## src/rtl/amns_bram_host_port.sv

```systemverilog
// Host-side sequencer for an AMNS multiplier: streams operands into BRAM,
// kicks the core, then streams the result region back out one word at a time.
module amns_bram_host_port #(
    parameter int WORD_WIDTH = 17,
    parameter int N          = 5,
    parameter int S          = 4
) (
    input  logic                  clock_i,
    input  logic                  reset_i,
    input  logic [WORD_WIDTH-1:0] s_data_i,
    input  logic                  s_valid_i,
    output logic                  s_ready_o,
    output logic [WORD_WIDTH-1:0] m_data_o,
    output logic                  m_valid_o,
    input  logic                  m_ready_i,
    output logic                  core_start_o,
    input  logic                  core_done_i,
    output logic                  bram_en_o,
    output logic                  bram_we_o,
    output logic [31:0]           bram_addr_o,
    output logic [WORD_WIDTH-1:0] bram_din_o,
    input  logic [WORD_WIDTH-1:0] bram_dout_i
);
    localparam int NS = N * S;
    localparam int CW = $clog2(5 * NS);
    localparam logic [CW-1:0] LAST_WR  = CW'(4 * NS - 1);
    localparam logic [CW-1:0] LAST_RD  = CW'(NS - 1);
    localparam logic [31:0]   RES_BASE = 32'(4 * NS);

    typedef enum logic [2:0] {
        IDLE, WRITE, START, WAIT, READ_ISSUE, READ_WAIT, OUT
    } state_t;

    state_t                state_q, state_d;
    logic [CW-1:0]         wr_cnt_q, wr_cnt_d;
    logic [CW-1:0]         rd_cnt_q, rd_cnt_d;
    logic [WORD_WIDTH-1:0] m_data_d;
    logic                  m_valid_d;
    logic                  s_hs;

    // Ready is gated by reset so it is low for the whole reset window and
    // rises as soon as reset releases.
    assign s_ready_o = reset_i && (state_q == IDLE || state_q == WRITE);
    assign s_hs      = s_valid_i && s_ready_o;

    // NOTE: every state element uses non-blocking assignment so all flops
    // update together at the edge, regardless of statement order.
    always_ff @(posedge clock_i or negedge reset_i) begin
        if (!reset_i) begin
            state_q   <= IDLE;
            wr_cnt_q  <= '0;
            rd_cnt_q  <= '0;
            m_data_o  <= '0;
            m_valid_o <= 1'b0;
        end else begin
            state_q   <= state_d;
            wr_cnt_q  <= wr_cnt_d;
            rd_cnt_q  <= rd_cnt_d;
            m_data_o  <= m_data_d;
            m_valid_o <= m_valid_d;
        end
    end

    // NOTE: all outputs of this block get a default first, so no path can
    // leave one unassigned and infer a latch.
    always_comb begin
        state_d      = state_q;
        wr_cnt_d     = wr_cnt_q;
        rd_cnt_d     = rd_cnt_q;
        m_data_d     = m_data_o;
        m_valid_d    = m_valid_o;
        core_start_o = 1'b0;
        bram_en_o    = 1'b0;
        bram_we_o    = 1'b0;
        bram_addr_o  = '0;
        bram_din_o   = '0;

        unique case (state_q)
            IDLE: begin
                if (s_hs) begin
                    bram_en_o  = 1'b1;
                    bram_we_o  = 1'b1;
                    bram_din_o = s_data_i;
                    wr_cnt_d   = CW'(1);
                    state_d    = WRITE;
                end
            end
            WRITE: begin
                if (s_hs) begin
                    bram_en_o   = 1'b1;
                    bram_we_o   = 1'b1;
                    bram_addr_o = 32'(wr_cnt_q);
                    bram_din_o  = s_data_i;
                    wr_cnt_d    = wr_cnt_q + 1'b1;
                    if (wr_cnt_q == LAST_WR) state_d = START;
                end
            end
            START: begin
                core_start_o = 1'b1;
                state_d      = WAIT;
            end
            WAIT: begin
                if (core_done_i) begin
                    rd_cnt_d = '0;
                    state_d  = READ_ISSUE;
                end
            end
            READ_ISSUE: begin
                bram_en_o   = 1'b1;
                bram_addr_o = RES_BASE + 32'(rd_cnt_q);
                state_d     = READ_WAIT;
            end
            READ_WAIT: begin
                // BRAM read data lands exactly one cycle after the enable.
                m_data_d  = bram_dout_i;
                m_valid_d = 1'b1;
                state_d   = OUT;
            end
            OUT: begin
                if (m_ready_i) begin
                    rd_cnt_d  = rd_cnt_q + 1'b1;
                    m_valid_d = 1'b0;
                    state_d   = (rd_cnt_q == LAST_RD) ? IDLE : READ_ISSUE;
                end
            end
            default: state_d = IDLE;
        endcase
    end
endmodule
```

## config.mk

```make
export PLATFORM = sky130hd
export DESIGN_NAME = amns_bram_host_port
export DESIGN_NICKNAME = d
export VERILOG_FILES = /design/src/rtl/amns_bram_host_port.sv
export SDC_FILE = /design/constraint.sdc
export NUM_CORES = 1
export LEC_CHECK = 0
export ABC_AREA = 1
export BUFFER_PORTS_ARGS = -buffer_cell sky130_fd_sc_hd__clkbuf_2
export CORE_UTILIZATION = 42
export DETAILED_ROUTE_END_ITERATION = 12
export PLACE_DENSITY = 0.77
export SLEW_MARGIN = 20
export SYNTH_ARGS = -nofsm -noshare
export SYNTH_HDL_FRONTEND = slang
export SYNTH_SLANG_ARGS = --single-unit
```

## constraint.sdc

```tcl
create_clock -name clock_i -period 1.6 [get_ports clock_i]
set_clock_uncertainty 0.1 [all_clocks]
set_input_delay 0.4 -clock clock_i [delete_from_list [all_inputs] [get_ports clock_i]]
set_output_delay 0.4 -clock clock_i [all_outputs]
set_load 0.01 [all_outputs]
```

== Word level (Yosys, flattened, before mapping) ==
Cells that the tools add are included.
Word-level totals
  bits in registers: 35
  input bits: 39
  output and inout bits: 71
  word-level logic and storage cells: 56
Operators by class
  add/subtract/negate cells: 3
  equal/unequal tests: 13
  muxes and demuxes: 23
  reductions and logical operators: 12
Operator list (count)
  two-way mux 7 bit: 5
  two-way mux 17 bit: 2
  case mux 7 bit (2 select lines): 2
  case mux 3 bit (7 select lines): 1
  two-way mux 3 bit: 6
  case mux 8 bit (2 select lines): 1
  adder 7 x 1 -> 7 bit, second input constant: 2
  == test 3 bit, second input constant: 3
  adder 7 x 7 -> 8 bit, first input constant: 1
  inequality test 2 bit, second input constant: 4
  == test 7 x 5 -> 1 bit, second input constant: 1
  == test 7 bit, second input constant: 1
  == test 3 x 2 -> 1 bit, second input constant: 2
  AND reduction 3 bit: 2
  nonzero test 2 bit: 3
  AND reduction 5 bit: 1
  two-way mux 1 bit: 4
  case mux 1 bit (2 select lines): 2
  == test 3 x 1 -> 1 bit, second input constant: 1
  zero test 3 bit: 1
  logical AND 1 bit: 2
  inequality test 2 x 1 -> 1 bit, second input constant: 1
  AND reduction 2 bit: 1
  OR reduction 2 bit: 1
  logical OR 1 bit: 1

== Longest topological paths before layout ==
  depth in word-level cells: 6
  gate-level depth with buffers: 9
  depth with buffers taken out: 8

== Worst setup path after synthesis ==
No wires, ideal clock.
  path type: register to output
  from: reg state_q[2]
  to: out bram_din_o[0]
  arrival: 1233 ps
  data required time: 1100 ps
  path slack: -133 ps
  stages on the path, launching flop included: 9
  buffers on the path: 3
  cell sequence: dfrtp_1 -> buf_6 -> inv_2 -> nand3_2 -> nand2_2 -> nand3_2 -> buf_6 -> buf_6 -> nor2_1
Between the ends
  cells in the longest elaborated chain, start to end: 6
  elaborated cells on any way between the ends: 8
  those cells by class: eq/ne (1); mux (2); reduce/logical (5)
Ends and longest elaborated chain
  from (decl): line 34  | state_t state_q, state_d;
  from (signal assigned): line 56  | state_q <= state_d;
  == test 3 x 1 -> 1 bit or zero test 3 bit (tied branches): line 43, 78
  logical OR 1 bit: line 43  | assign s_ready_o = reset_i && (state_q == IDLE || state_q == WRITE);
  logical AND 1 bit: line 43
  logical AND 1 bit: line 44  | assign s_hs = s_valid_i && s_ready_o;
  two-way mux 17 bit: line 80, 89
  two-way mux 17 bit *
  to (decl): line 21  | output logic [WORD_WIDTH-1:0] bram_din_o,
Mark *: on every way between the ends. The rest lies on a longest branch, timed or not.

== Worst setup path in the final report ==
  from: reg state_q[0]
  to: out bram_din_o[9]
The elaborated chain is that of the path after synthesis.

==> metrics <==
initial antenna violation count 0; Comb power frac 53.1%; clock sinks 35; Core ar. 5107 µm²; Die Area 5619 µm²; ANT cells 0; final-stage net count 441; Post-synth ARST share 100.0%; min Tclk post-route 2.106 ns; Routed WL 5879 µm; RSZ-0062 raised after global routing true; P_sw 1.943 mW; Net Sw Frac 39.82%; Skew-Pair Late Insertion Delay 0.30 ns; GPL Wtd Cong 0.9247; Design Power 4.880 mW; Setup crit start kind flop; crit share post-route 131.6%; # setup viols final 29; critical path type flop to output port; status finished with violations; post-DP HPWL 4128 µm; clk slew on worst S/H paths 0.07 ns; Register Area approximately 900 µm²; clk buf depth 2; area share of the leading cell type in the synthesized netlist 39.17%; Critical Path RT about 1.1 ns; fraction of layout cells with a size suffix above 1 48.99%; I/O pin count 110; Peak Freq 0.4749 GHz; violated checks negative setup slack; Synth Cell Area between 2000 and 2500 µm²; Reg power frac 30.9%; drt wl/cell 12.56 µm; drt drc 0; Worst Path Max Fanout 28; most frequent cell after synthesis nand2_1; Final WS setup -0.5058 ns; largest area contributor in the netlist dfrtp_1; Die Height 74.96 µm; Cell Pwr Density 1460 nW/µm²; DR iter-0 viols roughly 170; Fillers slightly below 400; synthesized instance count 280; sequential share of the synthesized area 39.17%; Min Hold Slack around 0.06 ns; Internal slightly below 3 mW; Synth top cells by count 46 x nand2_1, 41 x inv_1, 35 x dfrtp_1, 35 x nor2_1, 25 x buf_4; vias 2184; HP Class primary input to asynchronous set/reset pin; CP Capture Type output port; Max Slew Vio Count 0; Synth area leaders dfrtp_1 39%, mux2_2 8.6%, buf_4 8.4%; # port buffers 85; worst vdd ir 0.8561 mV; final core utilization 65.46%; Overflow after GRT 0; max-cap violation count 0; ANT nets after route 0; vias in the first global route 1901; #FFs+latches synth 35; clock share of power 16.0%; gr usage total between 20% and 30%; Area Overhead vs Synth 49.52%; Initial Util 43.78%; yosys warns 0; clock root buffer clkbuf_8; # hold bufs at CTS 0; multi-input logic area 1277 µm²; TritonCTS buffer count 5; largest net degree at the start of global routing 29; CTS tree done; dominant synthesized flop cell dfrtp_1; leakage power 1.756 nW; Rows 26; Distinct cells, synth 28; Die Wd 74.96 µm; syn avg cell area ~8.0 µm²; final hold violation count 0; number of enable flip-flop cells after synthesis 0; global-route wire length before repair 8576 µm; Arrival @ worst endpoint roughly 1.6 ns; drt pass-1 iters 4; H-tree depth 2; vias per cell 4.667
-- layout make-up --
class,count,area share [%]
multi-input cells,192,38.21
flip-flops and latches,35,26.31
repair buffers,119,24.25
inverters,44,5.240
well taps,70,2.620
clock buffers,5,2.058
clock inverters,2,1.123
repair inverters,1,0.1871
-- path summary, 6_finish.rpt --
check	startpoint	end	slack (ns)	cells after the start
max in group asynchronous	reset_i	rd_cnt_q[0]	1.09	2
worst max-delay path	state_q[0]	bram_din_o[9]	-0.51	7
min in group clock_i	bram_dout_i[8]	m_data_o[8]	0.23	2
worst min register to register	m_valid_o	m_valid_o	0.37	2
worst max register to register	state_q[0]	state_q[0]	0.06	9
worst min-delay path	reset_i	m_data_o[8]	0.06	2
-- cell families after synthesis --
logic type               after synthesis  share of synthesized area (%)
AND/OR/NAND/NOR                      120                          23.90
flip-flops                            35                          39.17
multiplexers                          17                          8.562
adder cells (fa/ha/maj)                4                          2.238
buffers and inverters                 76                          18.75
other                                  1                         0.1677
AO/OA/AOI/OAI                         26                          6.827
XOR/XNOR                               1                         0.3918
-- power groups by stage --
stage                     clock [mW]  combinational (mW)  sequential (mW)
after floorplan                    0                1.27             1.57
after global placement             0                2.10             1.49
after detailed placement           0                2.15             1.51
after CTS                      0.809                2.39             1.50
after global routing           0.835                2.80             1.55
final                          0.779                2.59             1.51
-- metrics by stage --
step | setup slack [ns] | cell area (µm²) | setup TNS (ns) | cells
floorplan | -0.09716 | 2496 | -1.722 | 303
global placement | -0.1589 | 2984 | -3.284 | 453
detailed placement | -0.1816 | 2984 | -4.097 | 453
CTS | -0.4408 | 3187 | -11.54 | 467
global route | -0.5629 | 3343 | -14.62 | 468
finish | -0.5058 | 3343 | -12.95 | 468
-- layer usage --
layer | vias up | GRT usage (%) | routed length, µm
li1 | 1075 | - | -
met1 | 1017 | 24.49 | 2291
met2 | 76 | 35.64 | 3157
met3 | 16 | 4.418 | 262
met4 | 0 | 9.644 | 167
met5 | - | 0 | 0
-- state kept, by name, summed over array words and instances (netlist names) --
| register | count |
|---|---|
| wr_cnt_q | 7 |
| rd_cnt_q | 7 |
| state_q | 3 |
| m_data_o | 17 |
| m_valid_o | 1 |
-- worst max-delay path, stage by stage, from the launching register on --
cell and delay (ns):
dfrtp_2 0.47, nor2_4 0.13, nand2_2 0.08, nand2_2 0.09
nand3_4 0.10, buf_12 0.19, nor2_2 0.10, buf_2 0.14
-- cell usage in the layout, fill, tap and decap left out, types with 4 or more instances in the layout --
cell	count
buf_6	18
nor2_1	14
nor2_2	7
mux2_2	17
nand3_1	23
nand2_2	6
clkbuf_8	5
conb_1	24
nand4_1	5
clkbuf_2	56
nor2_4	16
buf_4	29
buf_2	14
inv_1	41
o21ai_0	10
dfrtp_1	32
nand2_1	39
o22ai_2	4
-- timing repair --
action,CTS,global route
setup endpoints to repair,30,37
gates cloned,1,0
pin swaps,4,7
resized for setup,14,63
setup buffers,7,3
Power figures use the tool's default switching activity.
